[src/rtl/transpose_output_scheduler_if.sv]
// Handshake bundle between Control Top and the transpose output scheduler.
//
// master : drain requester (Control Top / testbench)
//   start, num_cols, stall, abort -> scheduler
//   en_output, cur_col, busy, done <- scheduler
// slave  : the scheduler itself, sole driver of en_output
interface transpose_output_scheduler_if #(
  parameter int Dimension = 16,
  parameter int CNT_W     = 5
);
  logic                 start;
  logic [CNT_W-1:0]     num_cols;
  logic                 stall;
  logic                 abort;
  logic [Dimension-1:0] en_output;
  logic [3:0]           cur_col;
  logic                 busy;
  logic                 done;

  modport master (
    output start, num_cols, stall, abort,
    input  en_output, cur_col, busy, done
  );

  modport slave (
    input  start, num_cols, stall, abort,
    output en_output, cur_col, busy, done
  );
endinterface

[src/rtl/transpose_output_scheduler.sv]
// Transpose output scheduler: drains the systolic array column by column.
//
// On an accepted start it walks a one-hot en_output from column 0 up to the
// latched column count, pausing while downstream stalls, then spends one
// cycle covering the output-sync latency and pulses done for one cycle.
//
// Ports:
//   clk    : clock
//   rst_n  : asynchronous active-low reset
//   bus    : slave side of transpose_output_scheduler_if
//            (start, num_cols, stall, abort in; en_output, cur_col,
//             busy, done out, all outputs registered)
module transpose_output_scheduler #(
  parameter int Dimension = 16,
  parameter int CNT_W     = 5
) (
  input  logic                          clk,
  input  logic                          rst_n,
  transpose_output_scheduler_if.slave   bus
);

  typedef enum logic [1:0] {IDLE, DRAIN, FLUSH, DONE} state_t;

  state_t               state_q;
  logic [CNT_W-1:0]     n_q;
  logic [CNT_W-1:0]     idx_q;
  logic [Dimension-1:0] en_q;
  logic [3:0]           col_q;
  logic                 busy_q;
  logic                 done_q;

  // Requested column count clamped to the physical array width; this is the
  // value n_q takes on an accepted start.
  logic [CNT_W-1:0]     n_d;
  assign n_d = (bus.num_cols > CNT_W'(Dimension)) ? CNT_W'(Dimension) : bus.num_cols;

  // idx_q always points at the next column still to be issued. The first
  // column is issued straight from IDLE, so DRAIN starts with idx_q = 1.
  // Once idx_q reaches n_q the last column is already on en_output and the
  // FSM moves to FLUSH regardless of stall.
  always_ff @(posedge clk or negedge rst_n) begin
    if (!rst_n) begin
      state_q <= IDLE;
      n_q     <= '0;
      idx_q   <= '0;
      en_q    <= '0;
      col_q   <= '0;
      busy_q  <= 1'b0;
      done_q  <= 1'b0;
    end else if (bus.abort) begin
      state_q <= IDLE;
      n_q     <= '0;
      idx_q   <= '0;
      en_q    <= '0;
      col_q   <= '0;
      busy_q  <= 1'b0;
      done_q  <= 1'b0;
    end else begin
      case (state_q)
        IDLE: begin
          en_q   <= '0;
          done_q <= 1'b0;
          busy_q <= 1'b0;
          if (bus.start) begin
            n_q    <= n_d;
            busy_q <= 1'b1;
            if (n_d == '0) begin
              state_q <= DONE;
              done_q  <= 1'b1;
            end else begin
              state_q <= DRAIN;
              en_q    <= Dimension'(1);
              col_q   <= '0;
              idx_q   <= CNT_W'(1);
            end
          end
        end

        DRAIN: begin
          if (idx_q == n_q) begin
            state_q <= FLUSH;
            en_q    <= '0;
          end else if (bus.stall) begin
            en_q <= '0;
          end else begin
            en_q  <= Dimension'(1) << idx_q;
            col_q <= idx_q[3:0];
            idx_q <= idx_q + CNT_W'(1);
          end
        end

        FLUSH: begin
          state_q <= DONE;
          done_q  <= 1'b1;
        end

        DONE: begin
          state_q <= IDLE;
          done_q  <= 1'b0;
          busy_q  <= 1'b0;
          col_q   <= '0;
          idx_q   <= '0;
        end

        default: begin
          state_q <= IDLE;
          en_q    <= '0;
          busy_q  <= 1'b0;
          done_q  <= 1'b0;
        end
      endcase
    end
  end

  assign bus.en_output = en_q;
  assign bus.cur_col   = col_q;
  assign bus.busy      = busy_q;
  assign bus.done      = done_q;

endmodule

[src/flat_wrapper.sv]
// flat-port wrapper written by rule: the top's interface ports become plain ports
module transpose_output_scheduler_flat 
#(
  parameter int Dimension = 16,
  parameter int CNT_W     = 5
)
  (clk, rst_n, bus_start, bus_num_cols, bus_stall, bus_abort, bus_en_output, bus_cur_col, bus_busy, bus_done);
  transpose_output_scheduler_if #(.Dimension(Dimension), .CNT_W(CNT_W)) bus_i ();
  input  logic clk;
  input  logic rst_n;
  input wire logic [$bits(bus_i.start)-1:0] bus_start;
  input wire logic [$bits(bus_i.num_cols)-1:0] bus_num_cols;
  input wire logic [$bits(bus_i.stall)-1:0] bus_stall;
  input wire logic [$bits(bus_i.abort)-1:0] bus_abort;
  output wire logic [$bits(bus_i.en_output)-1:0] bus_en_output;
  output wire logic [$bits(bus_i.cur_col)-1:0] bus_cur_col;
  output wire logic [$bits(bus_i.busy)-1:0] bus_busy;
  output wire logic [$bits(bus_i.done)-1:0] bus_done;
  assign bus_i.start = bus_start;
  assign bus_i.num_cols = bus_num_cols;
  assign bus_i.stall = bus_stall;
  assign bus_i.abort = bus_abort;
  assign bus_en_output = bus_i.en_output;
  assign bus_cur_col = bus_i.cur_col;
  assign bus_busy = bus_i.busy;
  assign bus_done = bus_i.done;
  transpose_output_scheduler #(.Dimension(Dimension), .CNT_W(CNT_W)) u_core (.clk(clk), .rst_n(rst_n), .bus(bus_i));
endmodule
[config.mk]
export PLATFORM = sky130hd
export DESIGN_NAME = transpose_output_scheduler_flat
export DESIGN_NICKNAME = d
export VERILOG_FILES = /design/src/rtl/transpose_output_scheduler_if.sv /design/src/rtl/transpose_output_scheduler.sv /design/src/flat_wrapper.sv
export SDC_FILE = /design/constraint.sdc
export NUM_CORES = 1
export LEC_CHECK = 0
export ABC_AREA = 1
export CAP_MARGIN = 5
export CORE_MARGIN = 8
export CORE_UTILIZATION = 53
export DETAILED_ROUTE_END_ITERATION = 7
export PLACE_DENSITY = 0.81
export SETUP_SLACK_MARGIN = 0.2
export SLEW_MARGIN = 15
export SYNTH_ARGS = -nofsm -noshare
export SYNTH_HDL_FRONTEND = slang
export SYNTH_SLANG_ARGS = --single-unit
[constraint.sdc]
create_clock -name clk -period 1.9 [get_ports clk]
set_input_delay 0.38 -clock clk [delete_from_list [all_inputs] [get_ports clk]]
set_output_delay 0.38 -clock clk [all_outputs]
set_load 0.005 [all_outputs]
==> flow_summary.toml, run 1 <==
[logic_synthesis]
synthDominantCellAreaShare_pct = 44.42
synth-edff-count = 0
yosysWarnings = 0
post_synthesis_sequential_area_ratio_pct = 44.42
synth.cells.most_frequent = "nand2_1 (84), dfrtp_1 (34), inv_1 (24), nand3_1 (20), nor2_1 (18)"
post_synth_main_area_contributors = "dfrtp_1 (44%), nand2_1 (16%), ha_1 (6.5%), nand3_1 (5.2%), inv_1 (4.7%)"
yosys.cell_types.count = 28
ys_seq_elements = 34
synthCells = 240
synth_largest_area_cell = "dfrtp_1"
synth_flop_cell = "dfrtp_1"
post_synth_instance_area_sq_um = 1916
synth.net_count = 260
async_reset_ff_share_pct = 100.0
post-synth-top-count-cell = "nand2_1"
post_synthesis_mean_instance_area_sq_um = 7.982

[placement]
dp.cells = 320
place_congestion = 0.8957
post-dp-hpwl_microns = 3028
dpl_worst_slack_ps = 34.26
port-buffer-count = 31

[sta]
timing.final.max_slew_violations = 0
worst_slew_pin_tran_ps = 438.9
maximum_operating_frequency_mhz = 623.4
setup_total_negative_slack_ps = 0
hold_viol = 0
grt_setup_unrepaired = "false"
setup_ws_ps = 295.9
period_needed_ps = 1604
worst_slew_margin_rel_pct = 70.52
final_min_period_over_clock_period_pct = 84.43
setup-violations-final = 0
worst_clock_skew_ps = 5.446

[drt]
route.vias.total = 1643
ant_nets = 0
finalWirelength_microns = 4059
firstDrtPassIters = 4
drt_drc_violations_left = 0
vias_per_cell = 4.964
initialDrtViolationCount = 67
routed_length_per_placed_instance_microns = 12.26

[floorplan]
floorplan.initialDensity_pct = 53.53
rows = 22
fp.dieArea_sq_um = 5794
die_h_microns = 76.12
pin_count = 32
core_sq_um = 3578
floorplan.die.width_microns = 76.12

[clock_network]
htree_levels = 2
clock_pin_slew_worst_setup_and_hold_paths_ps = 100
clock_tree_root = "clkbuf_4"
clock_insertion_delay_worst_skew_ps = 340
cts.hold.buffers_added = 0
clockBufferDepth = 2
cts_buffer_count = 5
clkSinkCount = 34
tritoncts_clock_tree = "yes"

[layout]
synthToLayoutAreaGrowth_pct = 26.58
nFillCells = 315
post_route_cells_drive_above_1_share_pct = 13.78
multiInputGateArea_sq_um = 975.9
finish.net_count = 302
sequential_cell_area_sq_um = 852.1
antenna_cells = 0
fin_cells = 331

[worst_setup_path]
max_stage_delay_ps = 440
critPathSlowestCell = "dfrtp_2"
endpoint_kind = "flip-flop"
cpMostUsedCell = "nand2_1"
biggest_fanout_along_the_worst_timing_path = 10
timing.critical_path.arrival_ps = 1840
timing.critical_path.from_type = "flip-flop"
worstPathBufferInverterCount = 2
criticalPathCategory = "flip-flop to flip-flop"
critPathTopFamily = "flip-flops"
path_cells = "inv_1, ha_4, nor2_1, nand2_1, nor2_2, a21oi_4, buf_12, nand2_8, nand2_1, nand2_1"
worst-path-stages = 10
r2r.worst_path.cells = 10
critical_path_required_ps = 2140

[run]
maxCapViolations = 0

[pwr]
share_clk_of_total_power_pct = 17.8
power_switching_uw = 941.3
pwr-share-seq_pct = 37.6
sw_frac_of_total_pct = 40.15
ir_drop_uv = 489.2
internal-power_uw = 1403
total_leakage_power_uw = 0.001195
combinationalPowerShare_pct = 44.6
pwr_density_cell_nw_per_um2 = 966.9

[global_route]
number_of_antenna_violations_at_the_first_check_in_global_routing = 0
total_global_routing_track_utilization_pct = 14.26
first_global_vias = 1618
grt_remaining_overflow = 0
global_route_wire_length_before_repair_microns = 6982
grt_max_degree = 35

[hold_path]
min_path_type = "primary input to async pin"

[status]
run_status = "complete, no violations"
==> final cells by class <==
type                    instances  area share, %
multi-input cells             176          40.25
well taps                      48          2.477
clock inverters                 1         0.2064
flip-flops and latches         34          35.14
repair buffers                 38          15.48
clock buffers                   7          2.270
inverters                      27          4.180
==> kinds of logic (layout without fill, tap and decap cells) <==
family                     count (synthesis)  after routing  share of synthesized area, %
AOI/OAI and AO/OA                         25             25                         7.316
adders and majority gates                 10             10                         6.532
and+or+nand+nor                          139            139                         34.62
xor gates and xnor gates                   2              2                        0.9146
DFF                                       34             34                         44.42
buffers and inverters                     30             73                         6.205
==> layer usage <==
layer,up-vias,track usage [%],part of all wire (%)
li1,839,-,-
met1,761,15.29,44
met2,39,24.85,50
met3,4,4.599,5.6
met4,0,6.538,0.89
met5,-,0,0
==> registers in the layout, indices dropped and copies added, names as in the netlist <==
register	count
u_core.bus.busy	1
u_core.bus.cur_col	4
u_core.bus.done	1
u_core.bus.en_output	16
u_core.idx_q	5
u_core.n_q	5
u_core.state_q	2
==> through the flow <==
stage          total power [uW]  hold slack (ps)  util, %  area [sq um]
2_1_floorplan              1526            84.41        -          1916
3_3_place_gp               1770            459.1    64.23          2298
3_5_place_dp               1788            464.9    64.23          2298
4_1_cts                    2247            443.9    66.54          2381
5_1_grt                    2507            459.1    67.76          2425
6_report                   2345            433.8    67.76          2425
==> power by group through the flow <==
stage / combinational [uW] / clock (uW) / sequential (uW)
after CTS: 944 / 420 / 882
after global placement: 880 / 0 / 890
final: 1050 / 418 / 882
after detailed placement: 893 / 0 / 895
after floorplan: 653 / 0 / 873
after global routing: 1160 / 461 / 889
==> cells in the final DEF, fill, tap and decap left out, types with 2 or more instances in the layout <==
| cell type | count |
|---|---|
| nand2_1 | 84 |
| nor2_4 | 2 |
| nor2_2 | 4 |
| inv_2 | 4 |
| ha_4 | 2 |
| ha_1 | 8 |
| a21oi_1 | 4 |
| nand2_2 | 3 |
| dfrtp_1 | 33 |
| o21ai_1 | 4 |
| clkbuf_4 | 5 |
| clkdlybuf4s50_1 | 31 |
| buf_4 | 6 |
| o21ai_0 | 15 |
| nand2_4 | 3 |
| inv_1 | 23 |
| nand3_1 | 20 |
| nor2_1 | 16 |
==> what timing repair did <==
item | CTS | global route
pin swaps | 0 | 0
gates resized for setup | 1 | 8
buffers inserted | 1 | 2
setup endpoints to repair | 11 | 28
endpoints found under the hold margin | 0 | 0
==> worst paths after layout <==
check / endpoint / from / slack (ps)
worst max-delay path: u_core.idx_q[4] / u_core.state_q[0] / 300
worst min-delay path: u_core.bus.en_output[2] / rst_n / 430
worst max register to register: u_core.idx_q[4] / u_core.state_q[0] / 300
worst min register to register: u_core.bus.cur_col[1] / u_core.bus.cur_col[1] / 480
max in group asynchronous: u_core.state_q[0] / rst_n / 1150
min in group clk: u_core.bus.cur_col[1] / u_core.bus.cur_col[1] / 480
No activity file was read; power rests on OpenSTA's default activity.
==> run 2: changes to the inputs <==
--- a/config.mk
+++ b/config.mk
@@ -8,9 +8,9 @@
 export ABC_AREA = 1
 export CAP_MARGIN = 5
 export CORE_MARGIN = 8
-export CORE_UTILIZATION = 53
+export CORE_UTILIZATION = 48
 export DETAILED_ROUTE_END_ITERATION = 7
-export PLACE_DENSITY = 0.81
+export PLACE_DENSITY = 0.77
 export SETUP_SLACK_MARGIN = 0.2
 export SLEW_MARGIN = 15
 export SYNTH_ARGS = -nofsm -noshare
==> constraint.sdc (replaced) <==
create_clock -name clk -period 1.4 [get_ports clk]
set_input_delay 0.28 -clock clk [delete_from_list [all_inputs] [get_ports clk]]
set_output_delay 0.28 -clock clk [all_outputs]
set_load 0.005 [all_outputs]
==> run 2 against run 1 <==
  * The run now ends with negative setup slack left
  * Non-clock buffer count is 48 higher
  * Power is 91% higher
  * Sequential cell count stayed put
  * Sequential share of layout area is 7.3 points lower
  * Register-to-register slack worse by 400 ps
  * Clock skew is 1.3 ps lower
  * Die area is 8.2% higher
  * First-iteration DRC count is 1.5% lower
  * Fmax is 6.9% higher
  * Critical path depth is 1 lower
  * Setup slack worse by 400 ps
  * Critical path type unchanged
  * Largest cell class unchanged
==> flow_summary.toml, run 2 (synthesized netlist as in run 1, its figures left out) <==
[sta]
maximum_operating_frequency_mhz = 666.3
worst_slew_pin_tran_ps = 299.4
hold_viol = 0
timing.final.max_slew_violations = 0
holdWs_ps = 359.5
grt_setup_unrepaired = "true"
setup_ws_ps = -100.9
worst_clock_skew_ps = 4.130
worst_slew_margin_rel_pct = 79.97
final_min_period_over_clock_period_pct = 107.2
period_needed_ps = 1501
setup-violations-final = 27

[clock_network]
clock_pin_slew_worst_setup_and_hold_paths_ps = 70
cts.hold.buffers_added = 0
cts_buffer_count = 5
tritoncts_clock_tree = "yes"
htree_levels = 2
clock_insertion_delay_worst_skew_ps = 280
clock_tree_root = "clkbuf_8"
clockBufferDepth = 2
clkSinkCount = 34

[pwr]
pwr_density_cell_nw_per_um2 = 1464
ir_drop_uv = 919.8
total_leakage_power_uw = 0.001534
fin_total_pwr_uw = 4487

[layout]
most_common_library_cell_in_the_layout_ignoring_fill_and_taps = "nand2_1"
finish.net_count = 350
post_route_cells_drive_above_1_share_pct = 39.58
final_core_utilization_pct = 78.32
antenna_cells = 0
largest_register_ffs = 16
commonest_cells_after_routing_fill_and_taps_aside = "nand2_1 (67), buf_4 (43), dfrtp_1 (32)"
synthToLayoutAreaGrowth_pct = 60.03

[floorplan]
floorplan.initialDensity_pct = 48.95
fp.dieArea_sq_um = 6268
core_sq_um = 3914
pin_count = 32
rows = 23
die_h_microns = 79.17
floorplan.die.width_microns = 79.17

[worst_setup_path]
timing.critical_path.from_type = "flip-flop"
critPathSlowestCell = "dfrtp_2"
criticalPathCategory = "flip-flop to flip-flop"
biggest_fanout_along_the_worst_timing_path = 6
cpMostUsedCell = "nand2_1"
max_stage_delay_ps = 420
endpoint_kind = "flip-flop"
timing.critical_path.arrival_ps = 1680
path_cells = "inv_2, ha_4, buf_12, nor3_4, nor2_1, inv_1, nor2_4, nand2_1, nand2_1"
critical_path_required_ps = 1580

[drt]
vias_per_cell = 4.919
routed_length_per_placed_instance_microns = 13.70
ant_nets = 0
route.vias.total = 1874
firstDrtPassIters = 5
initialDrtViolationCount = 66
finalWirelength_microns = 5221
drt_drc_violations_left = 0

[global_route]
global_route_wire_length_before_repair_microns = 8376
number_of_antenna_violations_at_the_first_check_in_global_routing = 0
grt_max_degree = 35
grt_remaining_overflow = 0
first_global_vias = 1819
total_global_routing_track_utilization_pct = 16.63

[placement]
place_congestion = 0.9182
post-dp-hpwl_microns = 3566
dpl_worst_slack_ps = -294.8
port-buffer-count = 31

[status]
violations = "negative setup slack"
run_status = "complete, but fails checks"

[run]
maxCapViolations = 0

[hold_path]
min_path_type = "primary input to async pin"
## run 2: cell type report
class,instances,area [sq um]
Multi-Input combinational cell,176,1127
Sequential cell,34,853.3
Fill cell,261,848.3
Timing Repair Buffer,86,778.2
Inverter,27,106.4
Clock buffer,5,68.82
Clock inverter,3,68.82
Tap cell,50,62.56
## run 2: worst max-delay path: cells and delay by family (launching register included)
| family | cells | cell delay (ps) |
|---|---|---|
| flops | 1 | 420 |
| buf+inv | 3 | 300 |
| simple gates | 5 | 480 |
| fa+ha+maj | 1 | 190 |
## run 2: worst paths after layout
kind | start | end | slack (ps) | depth (start not counted)
setup / recovery | u_core.state_q[0] | u_core.bus.en_output[3] | -100 | 9
hold / removal | rst_n | u_core.bus.en_output[8] | 360 | 2
setup reg to reg | u_core.state_q[0] | u_core.bus.en_output[3] | -100 | 9
hold reg to reg | u_core.bus.cur_col[1] | u_core.bus.cur_col[1] | 480 | 2
max in group asynchronous | rst_n | u_core.state_q[0] | 850 | 2
min in group clk | u_core.bus.cur_col[1] | u_core.bus.cur_col[1] | 480 | 2
## run 2: what timing repair did
item / 4_1_cts / 5_1_grt
endpoints found under the setup margin: 55 / 40
pin swaps: 13 / 6
buffers inserted: 14 / 5
resized for setup: 93 / 18
cloned: 0 / 0
## run 2: metal layers
layer  GRT usage [%]  vias up  wire, microns
li1                -      933              -
met1           18.44      867           2089
met2           30.16       58           2764
met3           3.725       16            248
met4           6.111        0            119
met5               0        -              0
## run 2: per-stage QoR
stage,instances,instance area [sq um],TNS [ps]
2_1_floorplan,240,1967,-85.17
3_3_place_gp,354,2624,-6347
3_5_place_dp,354,2624,-7487
4_1_cts,376,2993,-600.2
5_1_grt,381,3065,-3890
6_report,381,3065,-2129
## run 2: power by group
part | internal, uW | total (uW) | switching, uW
logic | 1050 | 2210 | 1160
clock network | 713 | 1080 | 366
registers | 1090 | 1200 | 113
